### config.mk
export PLATFORM = sky130hd
export DESIGN_NAME = axi_wr_burst_master
export DESIGN_NICKNAME = d
export VERILOG_FILES = /design/src/rtl/axi_wr_burst_master.sv
export SDC_FILE = /design/constraint.sdc
export NUM_CORES = 1
export LEC_CHECK = 0
export BUFFER_PORTS_ARGS = -buffer_cell sky130_fd_sc_hd__buf_2
export CAP_MARGIN = 20
export CORE_AREA = 3 3 490 492
export CTS_BUF_LIST = sky130_fd_sc_hd__clkbuf_4 sky130_fd_sc_hd__clkbuf_8 sky130_fd_sc_hd__clkbuf_16
export DETAILED_ROUTE_END_ITERATION = 8
export DIE_AREA = 0 0 493 495
export GPL_ROUTABILITY_DRIVEN = 1
export GPL_TIMING_DRIVEN = 1
export PLACE_DENSITY = 0.3
export SYNTH_ARGS = -nofsm -noshare
export SYNTH_HDL_FRONTEND = slang
export SYNTH_SLANG_ARGS = --single-unit
### constraint.sdc
create_clock -name clk -period 4.5 [get_ports clk]
set_input_delay 0.225 -clock clk [delete_from_list [all_inputs] [get_ports clk]]
set_output_delay 0.225 -clock clk [all_outputs]
set_load 0.03 [all_outputs]
### src/rtl/axi_wr_burst_master.sv
// ---------------------------------------------------------------------------
// axi_wr_burst_master
//
// Turns write-burst requests from the I/O controller into AXI4 AW
// transactions, cuts the incoming 64 B/beat data stream into W bursts of the
// matching lengths (with WLAST), and counts outstanding B responses.
//
// Ports
//   clk, rst_n            clock, asynchronous active-low reset
//   start                 job start pulse, clears the sticky error flag
//   wr_req/wr_req_ack     request handshake (ack is a one-cycle pulse)
//   wr_len, wr_address    burst length (beats-1) and start address
//   bready_en             permission to accept B responses
//   din_*                 decompressed data stream (valid/ready)
//   m_aw*, m_w*, m_b*     AXI4 write-channel master signals
//   wr_idle               nothing pending, in flight or awaiting a response
//   resp_err              sticky: a non-OKAY B response was seen
// ---------------------------------------------------------------------------
// AW FSM states
//   state    | meaning
//   AW_IDLE  | no AW outstanding, may accept a new request
//   AW_VALID | AW presented, waiting for m_awready
// ---------------------------------------------------------------------------
module axi_wr_burst_master #(
  parameter int DATA_W   = 512,
  parameter int ADDR_W   = 64,
  parameter int LFIFO_AW = 3,
  parameter int OUTS_W   = 5
) (
  input  logic                clk,
  input  logic                rst_n,
  input  logic                start,
  input  logic                wr_req,
  output logic                wr_req_ack,
  input  logic [7:0]          wr_len,
  input  logic [ADDR_W-1:0]   wr_address,
  input  logic                bready_en,
  input  logic [DATA_W-1:0]   din_data,
  input  logic                din_valid,
  output logic                din_ready,
  output logic [ADDR_W-1:0]   m_awaddr,
  output logic [7:0]          m_awlen,
  output logic [2:0]          m_awsize,
  output logic [1:0]          m_awburst,
  output logic                m_awvalid,
  input  logic                m_awready,
  output logic [DATA_W-1:0]   m_wdata,
  output logic [DATA_W/8-1:0] m_wstrb,
  output logic                m_wlast,
  output logic                m_wvalid,
  input  logic                m_wready,
  input  logic [1:0]          m_bresp,
  input  logic                m_bvalid,
  output logic                m_bready,
  output logic                wr_idle,
  output logic                resp_err
);

  localparam int LFIFO_D = 1 << LFIFO_AW;
  localparam logic [LFIFO_AW:0] PTR_ONE  = 1;
  localparam logic [OUTS_W-1:0] OUTS_ONE = 1;
  localparam logic [OUTS_W-1:0] OUTS_MAX = '1;

  typedef enum logic {
    AW_IDLE  = 1'b0,
    AW_VALID = 1'b1
  } aw_state_t;

  aw_state_t aw_state, aw_state_nxt;
  logic      accept;

  // burst-length FIFO: one entry per accepted request, popped on WLAST
  logic [7:0]        fifo_mem [LFIFO_D];
  logic [LFIFO_AW:0] wr_ptr, rd_ptr;
  logic              fifo_empty, fifo_full;
  logic [7:0]        head_len;
  logic              fifo_pop;

  logic [7:0]        beat_cnt;
  logic              active;
  logic              w_hs;

  logic [OUTS_W-1:0] outstanding;
  logic              aw_hs;
  logic              b_take;

  // -------------------------------------------------------------------------
  // constant AXI attributes
  // -------------------------------------------------------------------------
  assign m_awsize  = 3'd6;
  assign m_awburst = 2'b01;
  assign m_wstrb   = '1;
  assign m_bready  = bready_en;

  // -------------------------------------------------------------------------
  // FIFO status
  // -------------------------------------------------------------------------
  assign fifo_empty = (wr_ptr == rd_ptr);
  assign fifo_full  = (wr_ptr[LFIFO_AW] != rd_ptr[LFIFO_AW]) &&
                      (wr_ptr[LFIFO_AW-1:0] == rd_ptr[LFIFO_AW-1:0]);
  assign head_len   = fifo_mem[rd_ptr[LFIFO_AW-1:0]];

  // -------------------------------------------------------------------------
  // AW FSM
  // -------------------------------------------------------------------------
  always_comb begin
    aw_state_nxt = aw_state;
    accept       = 1'b0;
    case (aw_state)
      AW_IDLE: begin
        // saturated outstanding count blocks new AWs so it cannot wrap
        if (wr_req && !fifo_full && (outstanding != OUTS_MAX)) begin
          accept       = 1'b1;
          aw_state_nxt = AW_VALID;
        end
      end
      AW_VALID: begin
        if (m_awready) aw_state_nxt = AW_IDLE;
      end
      default: aw_state_nxt = AW_IDLE;
    endcase
  end

  always_ff @(posedge clk or negedge rst_n) begin
    if (!rst_n) begin
      aw_state   <= AW_IDLE;
      m_awaddr   <= '0;
      m_awlen    <= '0;
      wr_req_ack <= 1'b0;
    end else begin
      aw_state   <= aw_state_nxt;
      wr_req_ack <= accept;
      if (accept) begin
        m_awaddr <= wr_address;
        m_awlen  <= wr_len;
      end
    end
  end

  // AW_VALID always lasts at least one cycle, which spaces acks >= 2 apart
  assign m_awvalid = (aw_state == AW_VALID);
  assign aw_hs     = m_awvalid & m_awready;

  // -------------------------------------------------------------------------
  // W path: beats may flow as soon as the length is queued, ahead of AW
  // -------------------------------------------------------------------------
  assign active    = !fifo_empty;
  assign m_wvalid  = din_valid & active;
  assign din_ready = m_wready & active;
  assign m_wdata   = din_data;
  assign m_wlast   = active & (beat_cnt == head_len);
  assign w_hs      = m_wvalid & m_wready;
  assign fifo_pop  = w_hs & m_wlast;

  always_ff @(posedge clk) begin
    if (accept) fifo_mem[wr_ptr[LFIFO_AW-1:0]] <= wr_len;
  end

  always_ff @(posedge clk or negedge rst_n) begin
    if (!rst_n) begin
      wr_ptr   <= '0;
      rd_ptr   <= '0;
      beat_cnt <= '0;
    end else begin
      if (accept)   wr_ptr <= wr_ptr + PTR_ONE;
      if (fifo_pop) rd_ptr <= rd_ptr + PTR_ONE;
      if (fifo_pop)  beat_cnt <= '0;
      else if (w_hs) beat_cnt <= beat_cnt + 8'd1;
    end
  end

  // -------------------------------------------------------------------------
  // B path and status
  // -------------------------------------------------------------------------
  // a response arriving with nothing outstanding is dropped entirely
  assign b_take = m_bvalid & m_bready & (outstanding != '0);

  always_ff @(posedge clk or negedge rst_n) begin
    if (!rst_n) begin
      outstanding <= '0;
      resp_err    <= 1'b0;
      wr_idle     <= 1'b1;
    end else begin
      case ({aw_hs, b_take})
        2'b10:   outstanding <= outstanding + OUTS_ONE;
        2'b01:   outstanding <= outstanding - OUTS_ONE;
        default: outstanding <= outstanding;
      endcase
      if (start)                            resp_err <= 1'b0;
      else if (b_take && m_bresp != 2'b00)  resp_err <= 1'b1;
      wr_idle <= (aw_state == AW_IDLE) && fifo_empty && (outstanding == '0);
    end
  end

endmodule
; After elaboration in Yosys (flattened, before gate mapping)
; Memories as Yosys holds them, arrays and structs flattened.
; Index checks and enable logic that the tools add are counted.
[totals]
reg_bits = 97
out_inout_bits = 661
ram_bits = 64
word_cells = 57
inputBits = 595
n_memories = 1
[op_classes]
n_addsub = 5
eq_ne = 7
muxes = 11
bitwise = 9
n_reduce_logical = 14
[memory_table]
columns = memory, depth, width, rd, rd_clocked_by_memory_dff, write_ports, line_no
row1 = fifo_mem, 8, 8, 1, 0, 1, 73  ; logic [7:0] fifo_mem [LFIFO_D];
[ops]
columns = operator, count
row1 = $mux 8, 2
row2 = $pmux 5 s2, 1
row3 = $add 4x1->4 const B, 2
row4 = $add 8x1->8 const B, 1
row5 = $and 1x1->1, 8
row6 = $eq 8x8->1, 1
row7 = $reduce_bool 2->1, 4
row8 = $mux 1, 7
row9 = $logic_and 1x1->1, 6
row10 = $add 5x1->5 const B, 1
row11 = $logic_not 5->1, 1
row12 = $ne 5x5->1 const B, 1
row13 = $reduce_bool 5->1, 1
row14 = $sub 5x1->5 const B, 1
row15 = $eq 4x4->1, 1
row16 = $eq 3x3->1, 1
row17 = $eq 2x1->1 const B, 1
row18 = $eq 2x2->1 const B, 1
row19 = $logic_not 1->1, 2
row20 = $pmux 1 s2, 1
row21 = $ne 1x1->1, 1
row22 = $not 1->1, 1

; Longest topological paths before layout
[depth]
ltp_word = 9
ltp_mapped = 12

; Worst setup path before layout
; Ideal clock, no wire load.
[synth_timing]
path_kind = reg2reg
from = register rd_ptr[1]
to = memory fifo_mem[2][0], enable pin
path_buffers = 3
t_arrival_ns = 2.473
required_time_ns = 4.102
setup_slack_ns = 1.629
path_stages_with_launch = 8
synth_period_minus_slack_ns = 2.871
path_cell_list = dfrtp_1 -> buf_4 -> buf_2 -> xnor2_1 -> nand3_1 -> o2111ai_1 -> clkbuf_1 -> nor4b_1
[synth_via]
elab_chain_len = 9
[synth_lines]
columns = element, line_no
row1 = start: declaration, 74  ; logic [LFIFO_AW:0] wr_ptr, rd_ptr;
row2 = start signal: assignment, 166  ; if (fifo_pop) rd_ptr <= rd_ptr + PTR_ONE;
row3 = $eq 3x3->1, 100  ; (wr_ptr[LFIFO_AW-1:0] == rd_ptr[LFIFO_AW-1:0]);
row4 = $logic_and 1x1->1, 99  ; assign fifo_full = (wr_ptr[LFIFO_AW] != rd_ptr[LFIFO_AW]) &&
row5 = $logic_not 1->1, 112  ; if (wr_req && !fifo_full && (outstanding != OUTS_MAX)) begin
row6 = $logic_and 1x1->1 (2 in series), 112
row7 = $mux 1, 112
row8 = $mux 1, 109  ; case (aw_state)
row9 = $mux 1, 156  ; if (accept) fifo_mem[wr_ptr[LFIFO_AW-1:0]] <= wr_len;
row10 = $mux 1 (implied by the code), 156
row11 = end: declaration, 73
; No other way between the ends.

; Worst setup path after layout
[layout_timing]
from = register rd_ptr[0]
to = output m_wlast
[layout_via]
elab_chain_len = 3
word_cells_on_any_way = 5
classes_between = 2 x eq/ne / 1 x bitwise / 1 x reduce/logical / 1 x memory
[layout_lines]
columns = element, line_no
row1 = $mem_v2 8x8 or $eq 4x4->1 (tied branches), --
row2 = $eq 8x8->1 or $logic_not 1->1 (tied branches), "151, 147"
row3 = $and 1x1->1 *, 151  ; assign m_wlast = active & (beat_cnt == head_len);
row4 = end: declaration, 49  ; output logic m_wlast,
; Every way passes the cells marked *; elsewhere a longest branch is shown, timed or not.

==> flow_metrics.py <==
metrics = {
    "finish": {
        "layout_common_cells": "nand2_1 (233), buf_2 (161), dfrtp_1 (96), dlygate4sd3_1 (70), conb_1 (69)",
        "seqCellArea_mm2": 0.00435,
        "nNetsFinal": 1473,
        "multi_input_area_mm2": 0.00241,
        "final_common_cell": "nand2_1",
        "fillers": 27900,
        "area_growth_pct": 18.3,
        "drive_above_1_share_pct": 27.1,
    },
    "pwr": {
        "leakage_nw": 4.41,
        "power_mw": 6.44,
        "p_per_area_mw_per_mm2": 495,
        "vdd_ir_drop_max_v": 0.000238,
    },
    "sta": {
        "finalCriticalPeriod_ns": 3.49,
        "period_share_pct": 77.6,
        "tightest_slew_ns": 0.730,
        "finalSetupViolCount": 0,
        "max_slew_margin_pct": 51.3,
        "max_freq_ghz": 0.286,
        "slew_viol_final": 0,
        "grt_setup_unrepaired": "false",
        "skew_ns": 0.0209,
        "finalSetupTns_ns": 0,
        "hold_viol": 0,
    },
    "floorplanning": {
        "ioPinCount": 1256,
        "die-area_mm2": 0.244,
        "dieHeight_um": 495,
        "core_area_mm2": 0.236,
        "die_width_um": 493,
        "rows": 178,
        "start_util_pct": 4.67,
    },
    "setup_path": {
        "worstPathRequired_ns": 4.28,
        "arrival_ns": 3.27,
        "endpoint_kind": "output pin",
        "cp-start-kind": "flip-flop",
        "critPathKind": "flip-flop to output pin",
        "crit_fanout": 10,
    },
    "synthesis": {
        "synthTopCellsByArea": "buf_4 (40%), dfrtp_1 (22%), edfxtp_1 (17%)",
        "syn_area_mm2": 0.0110,
        "netlist_instances": 1143,
        "synth_flop_cell": "dfrtp_1",
        "ys_warn_count": 0,
        "avgSynthCellArea_um2": 9.63,
        "synth_top_area_cell": "buf_4",
        "yosysSeqAreaShare_pct": 39.5,
        "async_reset_ff_share_pct": 60.2,
        "ys_ff_latch": 161,
        "ys_types": 44,
        "synth_top_area_share_pct": 39.8,
        "synth_edf_count": 64,
    },
    "status": {
        "status": "complete, no violations",
    },
    "place": {
        "dpl.hpwl_um": 83700,
        "gp_congestion": 0.739,
        "numPortBuffers": 162,
    },
    "routing": {
        "drt_iter0_markers": 583,
        "wl_per_cell_um": 23.3,
        "drtPass1Iterations": 5,
        "drc": 0,
        "antenna_left": 0,
        "wl_um": 94200,
        "vias": 6291,
        "routed_via_density": 1.56,
    },
    "global_route": {
        "grt_pass1_wl_um": 108000,
        "grt_max_degree": 80,
        "gr-total-overflow": 0,
        "track_usage_pct": 7.40,
        "grt_pass1_vias": 6492,
        "antenna_found_initial": 14,
    },
    "cts": {
        "htreeDepth": 4,
        "cts_tree": "yes",
        "cts_buffers": 17,
        "cts_root_buf": "clkbuf_16",
        "path_clk_slew_ns": 0.08,
        "clk_latency_ns": 0.51,
        "clockBufferDepth": 2,
        "clock_sinks": 161,
        "ctsResizeCount": 0,
    },
    "job": {
        "maxCapViolCount": 0,
    },
    "min_path": {
        "min_path_type": "input pin to flip-flop",
    },
}
==> logic make-up after synthesis <==
logic type | share of synthesized area (%)
compound gates | 1.75
xor+xnor | 1.91
fa+ha+maj | 0.682
buf+inv | 41.1
flops | 39.5
mux | 4.40
other cells | 0.0683
simple gates | 10.6
==> critical path, stage by stage (launching register included) <==
cell and delay (ns):
dfrtp_1 0.43, buf_4 0.27, mux4_2 0.53, mux2i_1 0.20, xnor2_1 0.13, nor4_4 0.58, and2_1 0.32, buf_2 0.31
==> power breakdown <==
part | internal, mW | switching, mW | leakage, nW | total, mW
logic | 0.705 | 1.82 | 2.37 | 2.53
registers | 1.97 | 0.319 | 1.76 | 2.29
clock network | 0.833 | 0.789 | 0.287 | 1.62
total | 3.51 | 2.93 | 4.41 | 6.44
==> per-layer routing <==
layer	GRT usage, %	up-vias	share of wire, %
met3	12.2	314	35
met5	1.33	-	0.57
li1	-	2458	-
met2	9.90	799	40
met4	4.50	18	5.7
met1	4.06	2702	19
==> through the flow <==
step	utilization, %	instances	cell area [µm²]	worst slack [ns]	hold slack [ns]
5_1_grt	5.52	4036	13000	0.643	0.0138
4_1_cts	5.52	4035	13000	0.800	0.00120
6_report	5.52	4039	13000	1.01	0.0333
2_1_floorplan	-	1210	11300	1.63	-0.0706
3_3_place_gp	4.97	3933	11700	1.32	0.295
3_5_place_dp	4.97	3933	11700	1.40	0.293
==> flip-flops by register name, indices dropped and copies added (netlist names), 4 cells and up <==
register and cells:
beat_cnt 8, m_awlen 8, fifo_mem 64, outstanding 5, m_awaddr 64, wr_ptr 4, rd_ptr 4
==> Yosys cell counts, drive strengths merged, types with 2 or more instances <==
cell type,instances
a2111oi,2
a211o,2
a21o,2
a21oi,6
a222oi,2
a22oi,2
a41oi,2
and2,3
and3,4
buf,593
clkbuf,16
conb,2
dfrtp,96
edfxtp,64
ha,6
inv,6
mux2,2
mux2i,12
mux4,15
nand2,233
nand2b,2
nand3,9
nand4,4
nor2,6
nor3,6
nor3b,2
nor4,3
nor4b,2
o21ai,7
or2,2
xnor2,19
xor2,5
==> repair_timing <==
| item | 4_1_cts | 5_1_grt |
|---|---|---|
| hold buffers | 70 | 0 |
| endpoints found under the setup margin | 0 | 0 |
| endpoints found under the hold margin | 146 | 0 |
| setup buffers | 0 | 0 |
==> worst paths after layout <==
| path | cells after the start | start | end | slack, ns |
|---|---|---|---|---|
| max | 7 | rd_ptr[0] | m_wlast | 1.01 |
| min | 3 | wr_address[45] | m_awaddr[45] | 0.03 |
| max reg2reg | 7 | rd_ptr[0] | rd_ptr[1] | 1.72 |
| min reg2reg | 2 | m_awaddr[60] | m_awaddr[60] | 0.47 |
| max in group asynchronous | 3 | rst_n | m_awlen[3] | 3.07 |
| min in group asynchronous | 2 | rst_n | m_awaddr[1] | 0.29 |
==> layout make-up <==
type	count	share of cell area (%)
inverters	6	0.192
clock inverters	15	1.33
well taps	3150	30.3
repair buffers	252	12.9
clock buffers	17	3.27
flip-flops and latches	161	33.4
multi-input cells	434	18.5
diodes	4	0.0769
No activity file was read; power rests on OpenSTA's default activity.
